### src/rtl/tdc_accum_pkg.sv
// tdc_accum_pkg: shared state enum, word-count constant and sample/mean helpers for tdc_hw_accum.
package tdc_accum_pkg;
  typedef enum logic [1:0] {IDLE, ACCUM, READ} state_e;
  localparam int WORDS_PER_CH = 3;
  function automatic int idx_w(input int n);
    return (n <= 1) ? 1 : $clog2(n);
  endfunction
  function automatic int sat(input int v, input int n);
    return (v > n) ? n : v;
  endfunction
  function automatic int round_mean(input int sum, input int log2_s);
    return (sum + (1 << (log2_s - 1))) >> log2_s;
  endfunction
endpackage

### src/rtl/tdc_hw_accum_chan_stats.sv
// tdc_hw_chan_stats: per-channel sum/min/max/count over 2^LOG2_S saturated hw samples.
module tdc_hw_chan_stats
  import tdc_accum_pkg::*;
#(
  parameter int N = 64,
  parameter int LOG2_S = 4,
  parameter int HW_W = $clog2(N) + 1
) (
  input  logic            clk,
  input  logic            rst_n,
  input  logic            clr,
  input  logic            acc,
  input  logic [HW_W-1:0] hw,
  output logic            done,
  output logic [HW_W-1:0] mean,
  output logic [HW_W-1:0] mn,
  output logic [HW_W-1:0] mx
);
  localparam int SW = HW_W + LOG2_S;
  logic [SW-1:0] sum_q, sum_d;
  logic [HW_W-1:0] min_q, min_d, max_q, max_d, v;
  logic [LOG2_S-1:0] cnt_q, cnt_d;
  logic done_q, done_d, take;
  always_comb begin
    v = HW_W'(sat(int'(hw), N));
    take = acc && !done_q;
    sum_d = clr ? '0 : take ? sum_q + SW'(v) : sum_q;
    min_d = clr ? '1 : (take && v < min_q) ? v : min_q;
    max_d = clr ? '0 : (take && v > max_q) ? v : max_q;
    cnt_d = clr ? '0 : take ? cnt_q + 1'b1 : cnt_q;
    done_d = clr ? 1'b0 : (take && &cnt_q) ? 1'b1 : done_q;
  end
  always_ff @(posedge clk or negedge rst_n) begin
    if (!rst_n) begin
      sum_q <= '0;
      min_q <= '1;
      max_q <= '0;
      cnt_q <= '0;
      done_q <= 1'b0;
    end else begin
      sum_q <= sum_d;
      min_q <= min_d;
      max_q <= max_d;
      cnt_q <= cnt_d;
      done_q <= done_d;
    end
  end
  assign done = done_q;
  assign mn = min_q;
  assign mx = max_q;
  assign mean = HW_W'(round_mean(int'(sum_q), LOG2_S));
endmodule

### src/rtl/tdc_hw_accum.sv
// tdc_hw_accum: multi-channel TDC hw statistics engine streaming mean/min/max over a ready/valid bus.
// Optional ACCUM timeout and leading status word with macro TDC_HW_ACCUM_TIMEOUT_EN.
module tdc_hw_accum
  import tdc_accum_pkg::*;
#(
  parameter int N = 64,
  parameter int N_CH = 2,
  parameter int LOG2_S = 4,
  parameter int OUT_W = 8,
  parameter int TIMEOUT_CYC = 4096
) (
  input  logic                            clk,
  input  logic                            rst_n,
  input  logic                            en,
  input  logic                            start,
  input  logic [N_CH*($clog2(N)+1)-1:0]   hw_in,
  input  logic [N_CH-1:0]                 hw_val,
  output logic [OUT_W-1:0]                out_data,
  output logic                            out_valid,
  input  logic                            out_ready,
  output logic                            busy
);
  localparam int HW_W = $clog2(N) + 1;
`ifdef TDC_HW_ACCUM_TIMEOUT_EN
  localparam int OFF = 1;
`else
  localparam int OFF = 0;
`endif
  localparam int NW = WORDS_PER_CH * N_CH + OFF;
  localparam int IW = idx_w(NW);
  state_e state_q, state_d;
  logic [IW-1:0] idx_q, idx_d;
  logic [OUT_W-1:0] out_data_q, out_data_d, word;
  logic out_valid_q, out_valid_d, clr, load, to_hit;
  logic [N_CH-1:0] done;
  logic [HW_W-1:0] mean_w [N_CH];
  logic [HW_W-1:0] min_w [N_CH];
  logic [HW_W-1:0] max_w [N_CH];
  for (genvar c = 0; c < N_CH; c++) begin : g_ch
    tdc_hw_chan_stats #(.N(N), .LOG2_S(LOG2_S), .HW_W(HW_W)) u_stats (
      .clk(clk), .rst_n(rst_n), .clr(clr),
      .acc(hw_val[c] && en && state_q == ACCUM),
      .hw(hw_in[c*HW_W +: HW_W]), .done(done[c]),
      .mean(mean_w[c]), .mn(min_w[c]), .mx(max_w[c])
    );
  end
`ifdef TDC_HW_ACCUM_TIMEOUT_EN
  localparam int CW = $clog2(TIMEOUT_CYC + 1);
  logic [CW-1:0] cyc_q, cyc_d;
  logic to_q, to_d;
  always_comb begin
    cyc_d = (state_q == ACCUM) ? cyc_q + 1'b1 : '0;
    to_hit = state_q == ACCUM && cyc_q == CW'(TIMEOUT_CYC - 1);
    to_d = clr ? 1'b0 : (to_hit && !(&done)) ? 1'b1 : to_q;
  end
  always_ff @(posedge clk or negedge rst_n) begin
    if (!rst_n) begin
      cyc_q <= '0;
      to_q <= 1'b0;
    end else begin
      cyc_q <= cyc_d;
      to_q <= to_d;
    end
  end
`else
  assign to_hit = TIMEOUT_CYC < 0;
`endif
  // Output word is registered: first word appears one cycle after entering READ.
  always_comb begin
    state_d = state_q;
    idx_d = idx_q;
    out_valid_d = out_valid_q;
    clr = 1'b0;
    load = 1'b0;
    case (state_q)
      IDLE: if (start && en) begin
        clr = 1'b1;
        state_d = ACCUM;
      end
      ACCUM: if (&done || to_hit) begin
        state_d = READ;
        idx_d = '0;
      end
      READ: if (!out_valid_q) begin
        out_valid_d = 1'b1;
        load = 1'b1;
      end else if (out_ready) begin
        if (idx_q == IW'(NW - 1)) begin
          out_valid_d = 1'b0;
          state_d = IDLE;
        end else begin
          idx_d = idx_q + 1'b1;
          load = 1'b1;
        end
      end
      default: state_d = IDLE;
    endcase
    word = '0;
`ifdef TDC_HW_ACCUM_TIMEOUT_EN
    if (idx_d == '0) word = OUT_W'({to_q, done});
`endif
    for (int c = 0; c < N_CH; c++)
      for (int k = 0; k < WORDS_PER_CH; k++)
        if (int'(idx_d) == OFF + WORDS_PER_CH * c + k)
          word = OUT_W'(k == 0 ? mean_w[c] : k == 1 ? min_w[c] : max_w[c]);
    out_data_d = load ? word : out_valid_d ? out_data_q : '0;
  end
  always_ff @(posedge clk or negedge rst_n) begin
    if (!rst_n) begin
      state_q <= IDLE;
      idx_q <= '0;
      out_valid_q <= 1'b0;
      out_data_q <= '0;
    end else begin
      state_q <= state_d;
      idx_q <= idx_d;
      out_valid_q <= out_valid_d;
      out_data_q <= out_data_d;
    end
  end
  assign out_data = out_data_q;
  assign out_valid = out_valid_q;
  assign busy = state_q != IDLE;
endmodule

### config.mk
export PLATFORM = sky130hd
export DESIGN_NAME = tdc_hw_accum
export DESIGN_NICKNAME = d
export VERILOG_FILES = /design/src/rtl/tdc_accum_pkg.sv /design/src/rtl/tdc_hw_accum_chan_stats.sv /design/src/rtl/tdc_hw_accum.sv
export SDC_FILE = /design/constraint.sdc
export NUM_CORES = 1
export LEC_CHECK = 0
export CORE_MARGIN = 8
export CORE_UTILIZATION = 49
export CTS_CLUSTER_SIZE = 10
export DETAILED_ROUTE_END_ITERATION = 8
export HOLD_SLACK_MARGIN = 0.1
export PLACE_DENSITY = 0.72
export SYNTH_ARGS = -nofsm -noshare
export SYNTH_HDL_FRONTEND = slang
export SYNTH_SLANG_ARGS = --single-unit
### constraint.sdc
create_clock -name clk -period 2.27 [get_ports clk]
set_input_delay 0.681 -clock clk [delete_from_list [all_inputs] [get_ports clk]]
set_output_delay 0.681 -clock clk [all_outputs]
set_load 0.02 [all_outputs]
==> flow_summary.json <==
{
  "rsz0062_at_grt": "true",
  "grt_max_degree": 74,
  "wirelength_um": 15100,
  "cp-start-kind": "input port",
  "place.gp.congestion": 0.861,
  "reg2reg_setup_slack_ns": 0.07,
  "port-buffer-count": 29,
  "timing.fmax_mhz": 447,
  "syn_inst": 590,
  "gr-usage-all-layers_pct": 21.6,
  "h-tree-depth": 3,
  "synth_ff_type": "dfrtp_1",
  "grt_pass1_wl_um": 24800,
  "ant_nets": 0,
  "layout-drive-gt1-share_pct": 30.1,
  "critPathMaxStageDelay_ns": 0.24,
  "finalSetupTns_ns": 0,
  "yosysWarnings": 0,
  "seqPwrFrac_pct": 34.9,
  "cts_tree": "yes",
  "cts_max_path_buffers": 2,
  "grt_pass1_vias": 5105,
  "hold_ws_ns": 0.325,
  "postSynthAreaPerCell_um2": 8.68,
  "hold_viol": 0,
  "multi_input_area_um2": 3430,
  "nFillCells": 791,
  "setup_violations": 0,
  "synth_cell_types": 62,
  "final_util_pct": 68.1,
  "syn_to_final_growth_pct": 36.0,
  "clock_latency_ns": 0.37,
  "final_nets": 779,
  "io_pins": 31,
  "diodes": 0,
  "r2r_end": "out_data[0]$_DFFE_PN0P_",
  "die-height_um": 118,
  "worstPathRequired_ns": 2.53,
  "place_hpwl_um": 10300,
  "powerDensity_nw_per_um2": 903,
  "wl_per_cell_um": 17.8,
  "worstSetupPathType": "in -> reg",
  "drv_cap": 0,
  "avgViaCountPerCell": 5.74,
  "register_area_um2": 1840,
  "syn_area_um2": 5120,
  "r2r_cells": 10,
  "skew_ns": 0.0186,
  "drc": 0,
  "critPathCaptureType": "flop",
  "critPathMaxFanout": 7,
  "design.core.area_um2": 10200,
  "crit_path_top_delay_cell": "ha_1",
  "ys_ff_latch": 73,
  "period_needed_ns": 2.24,
  "synth_edf_count": 0,
  "power_leakage_nw": 3.31,
  "async_flop_share_pct": 100,
  "pwr-share-comb_pct": 44.7,
  "dr.pass1.iters": 7,
  "clock-root-buffer": "clkbuf_8",
  "crit_path_cell_trace": "buf_4 > buf_4 > nor2b_4 > buf_4 > buf_4 > ha_1 > o21a_1 > o21ai_1 > nand3b_1 > nand2_4 > mux2i_1 > nor2_1",
  "cts.sinks": 73,
  "drtIter0Drc": 398,
  "start_util_pct": 50.1,
  "grt_overflow": 0,
  "die_width_um": 118,
  "clkPwrFrac_pct": 20.4,
  "finalMaxSlewViolations": 0,
  "seq_area_frac_synth_pct": 36.0,
  "ir_drop_mv": 0.679,
  "antenna_found_initial": 0,
  "syn_nets": 662,
  "via_count": 4870,
  "cts_buffers": 9,
  "dieArea_um2": 14000,
  "worst_path_most_repeated_cell": "buf_4",
  "r2r-start": "state_q[1]$_DFFE_PN0P_",
  "p_sw_w": 0.00244,
  "fin_crit_sh_pct": 98.6,
  "crit_end": "g_ch[1].u_stats.mx[4]$_DFFE_PN0P_",
  "crit_arrival_ns": 2.50,
  "critPathLaunch": "hw_in[13]",
  "internal-power_w": 0.00385,
  "netSwitchingFraction_pct": 38.8,
  "min_path_type": "in -> async",
  "fp-row-count": 37,
  "path_clk_slew_ns": 0.09,
  "status": "finished clean"
}
[synth_stat cells (all sizes together) (2+ instances only)]
master | number | share of area (%)
nand2 | 67 | 5.0
dfrtp | 59 | 29
nor2 | 53 | 3.9
o21ai | 50 | 5.0
ha | 49 | 12
inv | 48 | 3.5
a21oi | 37 | 3.6
nand3 | 31 | 3.1
mux2i | 18 | 3.5
xnor2 | 15 | 2.6
dfstp | 14 | 7.2
nor2b | 13 | 1.6
xor2 | 13 | 2.2
clkbuf | 10 | 0.76
nor3 | 9 | 0.98
o21a | 9 | 1.3
a211oi | 8 | 1.2
nand2b | 8 | 1.1
a21o | 7 | 1.0
buf | 6 | 1.1
nand4 | 6 | 0.73
a21boi | 4 | 0.59
and3 | 4 | 0.49
nand3b | 4 | 0.59
o211ai | 4 | 0.59
a22oi | 3 | 0.44
a31o | 3 | 0.51
a31oi | 3 | 0.37
a32oi | 3 | 0.51
a41oi | 3 | 0.66
or3 | 3 | 0.37
a21bo | 2 | 0.39
fa | 2 | 0.78
nor3b | 2 | 0.29
o2111ai | 2 | 0.34
o21bai | 2 | 0.29
o311ai | 2 | 0.34
or2 | 2 | 0.24
[power by group through the flow]
stage	logic, W	registers [W]	clock network [W]
after global routing	0.00313	0.00224	0.00134
after CTS	0.00259	0.00217	0.00129
after floorplan	0.00163	0.00205	0
final	0.00281	0.00219	0.00128
after detailed placement	0.00245	0.00218	0
after global placement	0.00234	0.00216	0
[layout make-up]
type / count / share of cell area, %
Tap cell: 136 / 2.44
Timing Repair Buffer: 122 / 15.8
Sequential cell: 73 / 26.5
Inverter: 48 / 2.62
Clock buffer: 11 / 2.03
Multi-Input combinational cell: 453 / 49.2
Clock inverter: 5 / 1.47
[kinds of logic after synthesis]
family          after synthesis  share of synthesized area, %
flops                        73                          36.0
buf+inv                      64                          5.32
xor+xnor                     28                          4.79
other cells                   1                        0.0732
mux                          19                          3.74
compound gates              148                          18.2
simple gates                206                          19.1
fa+ha+maj                    51                          12.8
[per-layer routing]
metal	track usage [%]	part of all wire, %	up-vias
met4	9.21	2.9	0
li1	-	-	2291
met2	37.4	50	175
met1	25.2	42	2360
met3	4.76	5.0	44
met5	0	0	-
[worst min path at each step]
| stage | start | endpoint | cells past startpoint | slack, ns |
|---|---|---|---|---|
| 2_1_floorplan | rst_n | g_ch[0].u_stats.cnt_q[0]$_DFFE_PN0P_ | 0 | 0.39 |
| 3_3_place_gp | g_ch[0].u_stats.mn[0]$_DFFE_PN1P_ | g_ch[0].u_stats.mn[0]$_DFFE_PN1P_ | 2 | 0.47 |
| 3_5_place_dp | g_ch[0].u_stats.mn[1]$_DFFE_PN1P_ | g_ch[0].u_stats.mn[1]$_DFFE_PN1P_ | 2 | 0.47 |
| 4_1_cts | rst_n | state_q[1]$_DFFE_PN0P_ | 2 | 0.36 |
| 5_1_grt | rst_n | out_valid$_DFF_PN0_ | 2 | 0.36 |
| 6_report | rst_n | state_q[1]$_DFFE_PN0P_ | 2 | 0.32 |
[stage by stage]
stage	total power (W)	instances	area, um^2	setup slack [ns]
detailed placement	0.00463	817	6190	-0.793
finish	0.00629	848	6970	0.0307
floorplan	0.00367	590	5170	-0.0872
CTS	0.00605	842	6680	0.00413
global placement	0.00450	817	6190	-0.728
global route	0.00672	848	6970	-0.0447
[placed cells by master (no fill, tap or decap), types with 16 or more instances in the layout]
master    n
o21ai_0  29
nand3_1  27
a21oi_1  27
nand2_1  64
mux2i_1  17
buf_4    80
ha_1     34
o21ai_1  16
dfrtp_1  59
nor2_1   52
inv_1    43
[worst max-delay path, delay by kind of cell]
family	cells	cell delay (ns)
mux	1	0.23
compound gates	2	0.25
fa+ha+maj	1	0.24
buf+inv	4	0.56
simple gates	4	0.53
[flip-flops by register name (all words and copies together), names as in the netlist]
| register | cells |
|---|---|
| g_ch.u_stats.sum_q | 22 |
| g_ch.u_stats.mn | 14 |
| g_ch.u_stats.mx | 14 |
| g_ch.u_stats.cnt_q | 8 |
| out_data | 7 |
| idx_q | 3 |
| g_ch.u_stats.done | 2 |
| state_q | 2 |
| out_valid | 1 |
[timing repair]
item	in CTS	in global routing
resized for setup	59	63
hold endpoints to repair	0	0
hold buffers	0	0
setup buffers	10	6
pin swaps	19	30
cloned	0	1
setup endpoints to repair	44	41
No activity file was read; power rests on OpenSTA's default activity.
